`config.mk`:
```
export PLATFORM = sky130hd
export DESIGN_NAME = sigmoid_pwl_pipe
export DESIGN_NICKNAME = d
export VERILOG_FILES = /design/src/rtl/sigmoid_pkg.sv /design/src/rtl/sigmoid_pwl_lane.sv /design/src/rtl/sigmoid_pwl_pipe.sv
export SDC_FILE = /design/constraint.sdc
export NUM_CORES = 1
export LEC_CHECK = 0
export ABC_AREA = 0
export BUFFER_PORTS_ARGS = -buffer_cell sky130_fd_sc_hd__buf_4
export CORE_ASPECT_RATIO = 0.5
export CORE_MARGIN = 3
export CORE_UTILIZATION = 45
export CTS_BUF_LIST = sky130_fd_sc_hd__clkbuf_4
export CTS_CLUSTER_SIZE = 24
export DETAILED_ROUTE_END_ITERATION = 16
export HOLD_SLACK_MARGIN = 0.03
export PLACE_DENSITY = 0.69
export SLEW_MARGIN = 25
export SYNTH_ARGS = -nofsm -noshare
export SYNTH_HDL_FRONTEND = slang
export SYNTH_SLANG_ARGS = --single-unit
```
`constraint.sdc`:
```
create_clock -name clk -period 4.6 [get_ports clk]
set_clock_uncertainty 0.15 [all_clocks]
set_input_delay 0.23 -clock clk [delete_from_list [all_inputs] [get_ports clk]]
set_output_delay 0.23 -clock clk [all_outputs]
set_load 0.005 [all_outputs]
```
`src/rtl/sigmoid_pkg.sv`:
```
// Shared constants for the PLAN piecewise-linear sigmoid: fixed-point breakpoints,
// offsets and slope shifts as functions of the fraction width, plus the slice encoding.
package sigmoid_pkg;

  typedef enum logic [1:0] {
    SLICE_CTR = 2'd0,
    SLICE_MID = 2'd1,
    SLICE_OUT = 2'd2,
    SLICE_SAT = 2'd3
  } slice_e;

  localparam int SHIFT_CTR = 2;
  localparam int SHIFT_MID = 3;
  localparam int SHIFT_OUT = 5;

  function automatic longint one_f(input int frac);
    return longint'(1) << frac;
  endfunction

  function automatic longint bp_1p0_f(input int frac);
    return longint'(1) << frac;
  endfunction

  function automatic longint bp_2p375_f(input int frac);
    return longint'(19) << (frac - 3);
  endfunction

  function automatic longint bp_5p0_f(input int frac);
    return longint'(5) << frac;
  endfunction

  function automatic longint off_0p5_f(input int frac);
    return longint'(1) << (frac - 1);
  endfunction

  function automatic longint off_0p625_f(input int frac);
    return longint'(5) << (frac - 3);
  endfunction

  function automatic longint off_0p84375_f(input int frac);
    return longint'(27) << (frac - 5);
  endfunction

endpackage

```
`src/rtl/sigmoid_pwl_lane.sv`:
```
// One lane of the 3-stage PWL sigmoid datapath; stage registers load only on valid beats.
// SIGMOID_ROUND_EN selects round-half-up slope shifts instead of truncation.
module sigmoid_pwl_lane
  import sigmoid_pkg::*;
#(
  parameter int WIDTH = 32,
  parameter int FRAC  = 27
) (
  input  logic                    clk,
  input  logic                    rst,
  input  logic                    ld_p0,
  input  logic                    ld_p1,
  input  logic                    ld_p2,
  input  logic signed [WIDTH-1:0] x,
  output logic signed [WIDTH-1:0] y
);

  localparam logic signed [WIDTH-1:0] ONE     = WIDTH'(one_f(FRAC));
  localparam logic signed [WIDTH:0]   ONE_X   = (WIDTH+1)'(one_f(FRAC));
  localparam logic signed [WIDTH-1:0] BP_1P0  = WIDTH'(bp_1p0_f(FRAC));
  localparam logic signed [WIDTH-1:0] BP_2P375 = WIDTH'(bp_2p375_f(FRAC));
  localparam logic signed [WIDTH-1:0] BP_5P0  = WIDTH'(bp_5p0_f(FRAC));
  localparam logic signed [WIDTH:0]   OFF_CTR = (WIDTH+1)'(off_0p5_f(FRAC));
  localparam logic signed [WIDTH:0]   OFF_MID = (WIDTH+1)'(off_0p625_f(FRAC));
  localparam logic signed [WIDTH:0]   OFF_OUT = (WIDTH+1)'(off_0p84375_f(FRAC));
  localparam logic signed [WIDTH-1:0] MAXPOS  = {1'b0, {(WIDTH-1){1'b1}}};
  localparam logic signed [WIDTH-1:0] MINNEG  = {1'b1, {(WIDTH-1){1'b0}}};

  // |v|, with the most negative code folded onto the largest positive one
  function automatic logic signed [WIDTH-1:0] abs_sat(input logic signed [WIDTH-1:0] v);
    if (v == MINNEG) return MAXPOS;
    else if (v < 0)  return -v;
    else             return v;
  endfunction

`ifdef SIGMOID_ROUND_EN
  function automatic logic signed [WIDTH-1:0] slope(input logic signed [WIDTH-1:0] v,
                                                    input int s);
    logic [WIDTH:0] t;
    t = {1'b0, v} + ((WIDTH+1)'(1) << (s - 1));
    return WIDTH'(t >> s);
  endfunction
`else
  function automatic logic signed [WIDTH-1:0] slope(input logic signed [WIDTH-1:0] v,
                                                    input int s);
    return v >>> s;
  endfunction
`endif

  function automatic logic signed [WIDTH-1:0] sat_unit(input logic signed [WIDTH:0] v);
    if (v < 0)          return '0;
    else if (v > ONE_X) return ONE;
    else                return WIDTH'(v);
  endfunction

  logic                    sign_p0, sign_p1;
  logic signed [WIDTH-1:0] a_p0;
  slice_e                  slice_nx, slice_p1;
  logic signed [WIDTH-1:0] term_nx, term_p1;
  logic signed [WIDTH:0]   off_nx, sum_nx;
  logic signed [WIDTH-1:0] unit_nx, mir_nx, y_p2;

  // S1: sign and magnitude
  always_ff @(posedge clk) begin
    if (ld_p0) begin
      sign_p0 <= x[WIDTH-1];
      a_p0    <= abs_sat(x);
    end
  end

  always_comb begin
    slice_nx = SLICE_CTR;
    term_nx  = slope(a_p0, SHIFT_CTR);
    if (a_p0 >= BP_5P0) begin
      slice_nx = SLICE_SAT;
      term_nx  = '0;
    end else if (a_p0 >= BP_2P375) begin
      slice_nx = SLICE_OUT;
      term_nx  = slope(a_p0, SHIFT_OUT);
    end else if (a_p0 >= BP_1P0) begin
      slice_nx = SLICE_MID;
      term_nx  = slope(a_p0, SHIFT_MID);
    end
  end

  // S2: slice select and shifted term
  always_ff @(posedge clk) begin
    if (ld_p1) begin
      sign_p1  <= sign_p0;
      slice_p1 <= slice_nx;
      term_p1  <= term_nx;
    end
  end

  always_comb begin
    unique case (slice_p1)
      SLICE_MID: off_nx = OFF_MID;
      SLICE_OUT: off_nx = OFF_OUT;
      default:   off_nx = OFF_CTR;
    endcase
    sum_nx  = (WIDTH+1)'(term_p1) + off_nx;
    unit_nx = (slice_p1 == SLICE_SAT) ? ONE : sat_unit(sum_nx);
    mir_nx  = sign_p1 ? (ONE - unit_nx) : unit_nx;
  end

  // S3: offset, mirror, output register
  always_ff @(posedge clk) begin
    if (rst)        y_p2 <= '0;
    else if (ld_p2) y_p2 <= mir_nx;
  end

  assign y = y_p2;

endmodule

```
`src/rtl/sigmoid_pwl_pipe.sv`:
```
// Multi-lane pipelined PWL sigmoid, fixed 3-stage latency, single valid/ready handshake.
// Define SIGMOID_ROUND_EN for round-half-up slope shifts (default build truncates).
module sigmoid_pwl_pipe
  import sigmoid_pkg::*;
#(
  parameter int WIDTH = 32,
  parameter int FRAC  = 27,
  parameter int LANES = 1
) (
  input  logic                   clk,
  input  logic                   rst,
  input  logic                   in_valid,
  output logic                   in_ready,
  input  logic [LANES*WIDTH-1:0] in_data,
  output logic                   out_valid,
  input  logic                   out_ready,
  output logic [LANES*WIDTH-1:0] out_data
);

  logic adv;
  logic vld_p0, vld_p1, vld_p2;

  // The whole pipe moves as one; bubbles advance like beats
  assign adv       = !vld_p2 || out_ready;
  assign in_ready  = adv;
  assign out_valid = vld_p2;

  always_ff @(posedge clk) begin
    if (rst) begin
      vld_p0 <= 1'b0;
      vld_p1 <= 1'b0;
      vld_p2 <= 1'b0;
    end else if (adv) begin
      vld_p0 <= in_valid;
      vld_p1 <= vld_p0;
      vld_p2 <= vld_p1;
    end
  end

  for (genvar i = 0; i < LANES; i++) begin : g_lane
    sigmoid_pwl_lane #(
      .WIDTH (WIDTH),
      .FRAC  (FRAC)
    ) u_lane (
      .clk   (clk),
      .rst   (rst),
      .ld_p0 (adv && in_valid),
      .ld_p1 (adv && vld_p0),
      .ld_p2 (adv && vld_p1),
      .x     (in_data[i*WIDTH +: WIDTH]),
      .y     (out_data[i*WIDTH +: WIDTH])
    );
  end

endmodule
```
* After elaboration in Yosys (flattened, before gate mapping)
Index checks and enable logic that the tools add are counted.
** Word-level totals
- Register bits after elaboration :: 101
- Latch bits :: 0
- Memory bits (writable) :: 0
- Bits in read-only memories :: 0
- Bits of input ports :: 36
- Output and inout bits :: 34
- Word-level logic and storage cells :: 39
- Memories kept :: 0
** Operators by class
- Add/sub/neg operators :: 3
- $mul :: 0
- Divide/modulo/power cells :: 0
- Magnitude comparators :: 6
- Equality and inequality tests :: 4
- Shifts and indexed selects :: 0
- Multiplexer cells :: 10
- Bitwise gates (word level) :: 0
- Reductions and logical operators :: 6
** Operators by type and width (count)
- two-way mux 32 bit :: 5
- two-way mux 29 bit :: 2
- one-hot mux 26 bit (2 select lines) :: 1
- greater-than comparator 33 x 29 -> 1 bit, second input constant :: 1
- < comparator 33 x 1 -> 1 bit, second input constant :: 1
- == test 32 bit, second input constant :: 1
- >= comparator 32 x 29 -> 1 bit, second input constant :: 1
- >= comparator 32 x 30 -> 1 bit, second input constant :: 1
- >= comparator 32 x 31 -> 1 bit, second input constant :: 1
- < comparator 32 x 1 -> 1 bit, second input constant :: 1
- negation 32 bit :: 1
- subtractor 29 x 32 -> 32 bit, first input constant :: 1
- adder 30 x 28 -> 31 bit :: 1
- == test 2 bit, second input constant :: 2
- logical AND 1 bit :: 3
- == test 2 x 1 -> 1 bit, second input constant :: 1
- two-way mux 1 bit :: 2
- OR reduction 2 bit :: 1
- logical NOT 1 bit :: 1
- logical OR 1 bit :: 1

* Depth between registers and ports, before layout
- Word-level depth :: 9
- Depth in mapped cells :: 19
- Depth with buffers taken out :: 18

* Cells and area by module
Synthesis repeated with hierarchy kept, for this count alone.
** Second synthesis, totals
- Cells, all modules :: 610
- Area total of the unflattened synthesis :: 5754.3 um^2
** Modules (own cells, without submodules)
- sigmoid_pwl_lane :: instances 1, cells each 595, area an instance 5604.1 um^2, sequential area each 2562.5 um^2
- sigmoid_pwl_pipe :: instances 1, cells each 15, area an instance 150.1 um^2, sequential area each 60.1 um^2

* Least setup slack after synthesis
OpenSTA, ideal clock, no wires.
- Path kind :: reg2reg
- Start :: register g_lane[0].u_lane.slice_p1[0]
- End :: register g_lane[0].u_lane.y_p2[26]
- Library setup time :: 0.117 ns
- Arrival :: 4.123 ns
- Required time :: 4.333 ns
- Setup slack :: 0.210 ns
- Stages on the path, launching flop included :: 20
- Buffers on the path :: 1
- Clock period less this slack :: 4.390 ns
- Path through :: edfxtp_1 -> nor2b_1 -> ha_1 -> inv_1 -> fa_1 -> nand2b_1 -> a21oi_1 -> xnor2_1 -> o41a_1 -> nor2_4 -> buf_2 -> nand2_1 -> ha_1 -> nor4b_1 -> nand2_1 -> or4_1 -> or3_1 -> nor2_1 -> o21ai_1 -> a32o_1
** On the way
- Word-level cells in the longest chain between the ends :: 9
- Elaborated cells between the ends (all ways) :: 12
- Those cells by class :: 2 x add/sub; 2 x order compare; 3 x eq/ne; 5 x mux
** RTL lines
- start: declaration :: RTL line sigmoid_pwl_lane.sv:58 : slice_e slice_nx, slice_p1;
- start signal: assignment :: RTL line sigmoid_pwl_lane.sv:90 : slice_p1 <= slice_nx;
- == test 2 bit or == test 2 x 1 -> 1 bit (tied branches) :: RTL line sigmoid_pwl_lane.sv:96 : unique case (slice_p1)
- one-hot mux 26 bit (2 select lines) :: RTL line sigmoid_pwl_lane.sv:96
- adder 30 x 28 -> 31 bit :: RTL line sigmoid_pwl_lane.sv:101 : sum_nx = (WIDTH+1)'(term_p1) + off_nx;
- greater-than comparator 33 x 29 -> 1 bit :: RTL line sigmoid_pwl_lane.sv:52 : else if (v > ONE_X) return ONE;
- two-way mux 32 bit :: RTL line sigmoid_pwl_lane.sv:52
- two-way mux 32 bit :: RTL line sigmoid_pwl_lane.sv:51 : if (v < 0) return '0;
- two-way mux 32 bit (*) :: RTL line sigmoid_pwl_lane.sv:102 : unit_nx = (slice_p1 == SLICE_SAT) ? ONE : sat_unit(sum_nx);
- subtractor 29 x 32 -> 32 bit :: RTL line sigmoid_pwl_lane.sv:103 : mir_nx = sign_p1 ? (ONE - unit_nx) : unit_nx;
- two-way mux 32 bit (*) :: RTL line sigmoid_pwl_lane.sv:103
- end signal: assignment :: RTL line sigmoid_pwl_lane.sv:109 : else if (ld_p2) y_p2 <= mir_nx;
- end: declaration :: RTL line sigmoid_pwl_lane.sv:61 : logic signed [WIDTH-1:0] unit_nx, mir_nx, y_p2;
Every way passes the cells marked *; elsewhere a longest branch is shown, timed or not.
A chain may end at the register's enable or synchronous reset.

* Worst setup path after layout
Same ends and word-level chain as after synthesis.

==> metrics.cfg <==
[synth]
yosys.area.top_type=edfxtp_1
synth_top_area_share_pct=34.7
synth-main-ff-cell=edfxtp_1
synth.yosys.seq_area_share_pct=47.4
cell_types_occupying_the_most_area_after_synthesis=edfxtp_1 (35%), dfxtp_1 (13%), nand2_1 (7.2%)
avgSynthCellArea_um2=9.29
ys_async_sr_fraction_pct=0
synth-edff-count=64
netlist_area_um2=5530
syn-num-nets=639
ff_latch_count_synth=99
synth.lib_cells_used.distinct=58
synth-warning-count=0
post_synthesis_cell_count=596

[timing]
worstMarginPinSlew_ns=0.944
worst_slew_margin_relative_to_its_limit_pct=37.1
finalSetupViolCount=0
min_period_ns=4.36
report.final.hold_viol_count=0
timing_limited_maximum_frequency_ghz=0.230
period_share_pct=94.7
slew_viols_final=0
hold-worst-slack_ns=0.0710

[floorplan]
start_util_pct=48.2
num_rows=27
core_um2=11500
boundaryPins=70
design.die.area_um2=13700
die-width_um=163
dieHeight_um=84.4

[drt]
ant_nets=0
drt_pass1_iterations=5
vias=4735
detail_route.iter0.violations=252
route.detailed.wl_per_inst_um=14.9
drt-total-wl_mm=12.8
via_per_inst=5.50
drt_drc_violations_left=0

[clock_network]
clk-insertion-delay-late_ns=0.47
clock_sinks=99
cts.path.max_buffers=2
tritoncts=done
cts_inserted_buffers=9
root_buffer=clkbuf_4
clock_tree.htree_level_count=3
clock_pin_slew_worst_setup_and_hold_paths_ns=0.17

[worst_hold_path]
hp-class=primary input to register
hold_path_depth=4
min-delay-start=in_data[0]
timing.hold.worst_endpoint=g_lane[0].u_lane.a_p0[3]

[global_routing]
wire_length_of_the_first_global_routing_pass_mm=21.3
grt-ovfl-total=0
grt_busiest_layer=met1
first_global_vias=4221
total_grt_usage_pct=18.9
pin_count_of_the_biggest_net_entering_global_routing=35
grtUsageMet2_pct=25.8
globalRouteMet3Util_pct=4.24
number_of_antenna_violations_at_the_first_check_in_global_routing=0
use_met1_pct=30.0

[cells_and_area]
layout_area_overhead_pct=22.9
mostFrequentLayoutCell=nand2_1
final_design_utilization_pct=59.2
final_net_count=740
highest_count_cells_in_the_layout_ignoring_fill_and_taps=nand2_1 (105), buf_4 (89), edfxtp_1 (64), a21oi_1 (41), dfxtp_1 (35)
drive_above_1_share_pct=16.8
antenna_cells=0

[critical_path]
timing.critical_path.from=g_lane[0].u_lane.slice_p1[0]
timing.setup.critical_path_class=register to register
crit_slowest_cell=o41a_1
critical_path_peak_fanout=11
worst_setup_path_start_kind=register
timing.rr.end=g_lane[0].u_lane.y[26]
worst_path_largest_cell_delay_ns=0.55
crit_path_frequent_cell=nand2_1
setup_slack_of_the_most_critical_reg_to_reg_path_ns=0.24
critPathRequiredTime_ns=4.84
timing.critical_path.cells=nor2b_1 -> ha_1 -> inv_1 -> fa_1 -> xor2_1 -> nand4_1 -> o41a_1 -> nor2_4 -> nand2_1 -> ha_1 -> nor4b_2 -> nand2_1 -> or4_4 -> or3_1 -> nand2_1 -> mux2_2 -> a32o_1
rr_worst_depth=17
cp.arrival_ns=4.60
crit_path_end_kind=register
rr_startpoint=g_lane[0].u_lane.slice_p1[0]

[pwr]
clockPowerShare_pct=26.6
share_seq_of_total_power_pct=56.3
cellLeakagePower_nw=2.60
p_int_mw=1.34
power_density_nw_per_um2=276
ir_drop_mv=0.130
combPwrFrac_pct=17.0
p_switching_mw=0.538
power_switching_share_pct=28.7

[job]
timing.max_cap.violations=0

[placed_design]
place.port_buffers=69
place_hpwl_mm=9.25
finalWeightedCongestion=0.923

[run_status]
status=complete, no violations

-- cell type report --
| class | instances | area [um2] |
|---|---|---|
| clock buffer | 9 | 67.6 |
| clock inverter | 7 | 93.8 |
| tap | 159 | 199 |
| sequential | 99 | 2620 |
| multi-input combinational | 455 | 2780 |
| fill | 1032 | 4680 |
| timing repair buffer | 123 | 1010 |
| inverter | 9 | 33.8 |
-- cells in the mapped netlist (6+ instances only) --
cell type and n:
and2_1 9, nand2_1 106, a21oi_1 42, nor3_1 12, o31ai_1 13, dfxtp_1 35, or3_1 7, a211oi_1 7
inv_1 9, nand3_1 11, o21ai_1 10, a22oi_1 23, edfxtp_1 64, o41ai_1 8, clkbuf_1 27, ha_1 6
nand3b_1 6, xnor2_1 13, or4_1 6, o21ai_0 28, nand4_1 7, xor2_1 33, nor2_1 34
-- flip-flops by register name (all words and copies together), names as in the netlist --
signal,flops
g_lane.u_lane.slice_p1,2
g_lane.u_lane.term_p1,30
g_lane.u_lane.y,32
vld_p0,1
vld_p1,1
g_lane.u_lane.a_p0,30
g_lane.u_lane.sign_p0,1
out_valid,1
g_lane.u_lane.sign_p1,1
-- per-stage QoR --
stage               worst slack, ns  cell area, um2  std cells  setup TNS (ns)  power (mW)
finish                        0.244            6800        861               0        1.87
global route                -0.0249            6800        861         -0.0304        1.97
CTS                          0.0362            6710        852               0        1.88
detailed placement           0.0411            6200        802               0        1.36
global placement              0.201            6200        802               0        1.35
floorplan                     0.210            5530        596               0        1.25
-- routing by layer --
metal,routed length (um),up-vias
met5,0,-
met4,108,0
met3,974,12
met2,5000,175
met1,6710,2151
li1,-,2397
-- repair_timing --
item                                    4_1_cts  5_1_grt
hold buffers                                 34        0
endpoints found under the setup margin        0        6
buffers inserted                              0        9
resized for setup                             0        7
hold endpoints to repair                     42        0
-- worst max path at each step --
| stage | end | slack (ns) | cells past startpoint |
|---|---|---|---|
| 5_1_grt | g_lane[0].u_lane.y[26] | -0.02 | 17 |
| 2_1_floorplan | g_lane[0].u_lane.y[26] | 0.21 | 19 |
| 6_report | g_lane[0].u_lane.y[26] | 0.24 | 17 |
| 3_3_place_gp | g_lane[0].u_lane.y[26] | 0.20 | 18 |
| 4_1_cts | g_lane[0].u_lane.y[26] | 0.04 | 18 |
| 3_5_place_dp | g_lane[0].u_lane.y[26] | 0.04 | 18 |
-- power by group through the flow --
| stage | logic (mW) | clock network [mW] | registers (mW) |
|---|---|---|---|
| after global routing | 0.358 | 0.544 | 1.06 |
| after global placement | 0.280 | 0 | 1.07 |
| after CTS | 0.308 | 0.517 | 1.05 |
| after detailed placement | 0.285 | 0 | 1.07 |
| final | 0.320 | 0.499 | 1.06 |
| after floorplan | 0.198 | 0 | 1.06 |
-- logic make-up (layout without fill, tap and decap cells) --
| family | Yosys count | in the layout | synth area share, % |
|---|---|---|---|
| flops | 99 | 99 | 47.4 |
| compound gates | 167 | 167 | 19.7 |
| simple gates | 232 | 232 | 20.4 |
| mux | 3 | 3 | 0.565 |
| xor+xnor | 46 | 46 | 7.28 |
| fa+ha+maj | 7 | 7 | 1.72 |
| buf+inv | 42 | 148 | 2.94 |
-- worst max-delay path, delay by kind of cell (launching register included) --
kind / cells / cell delay [ns]
buffers and inverters: 1 / 0.06
xor gates and xnor gates: 1 / 0.30
and+or+nand+nor: 9 / 1.39
DFF: 1 / 0.43
muxes: 1 / 0.30
adders and majority gates: 3 / 0.86
AOI/OAI and AO/OA: 2 / 0.80
No activity file was read; power rests on OpenSTA's default activity.
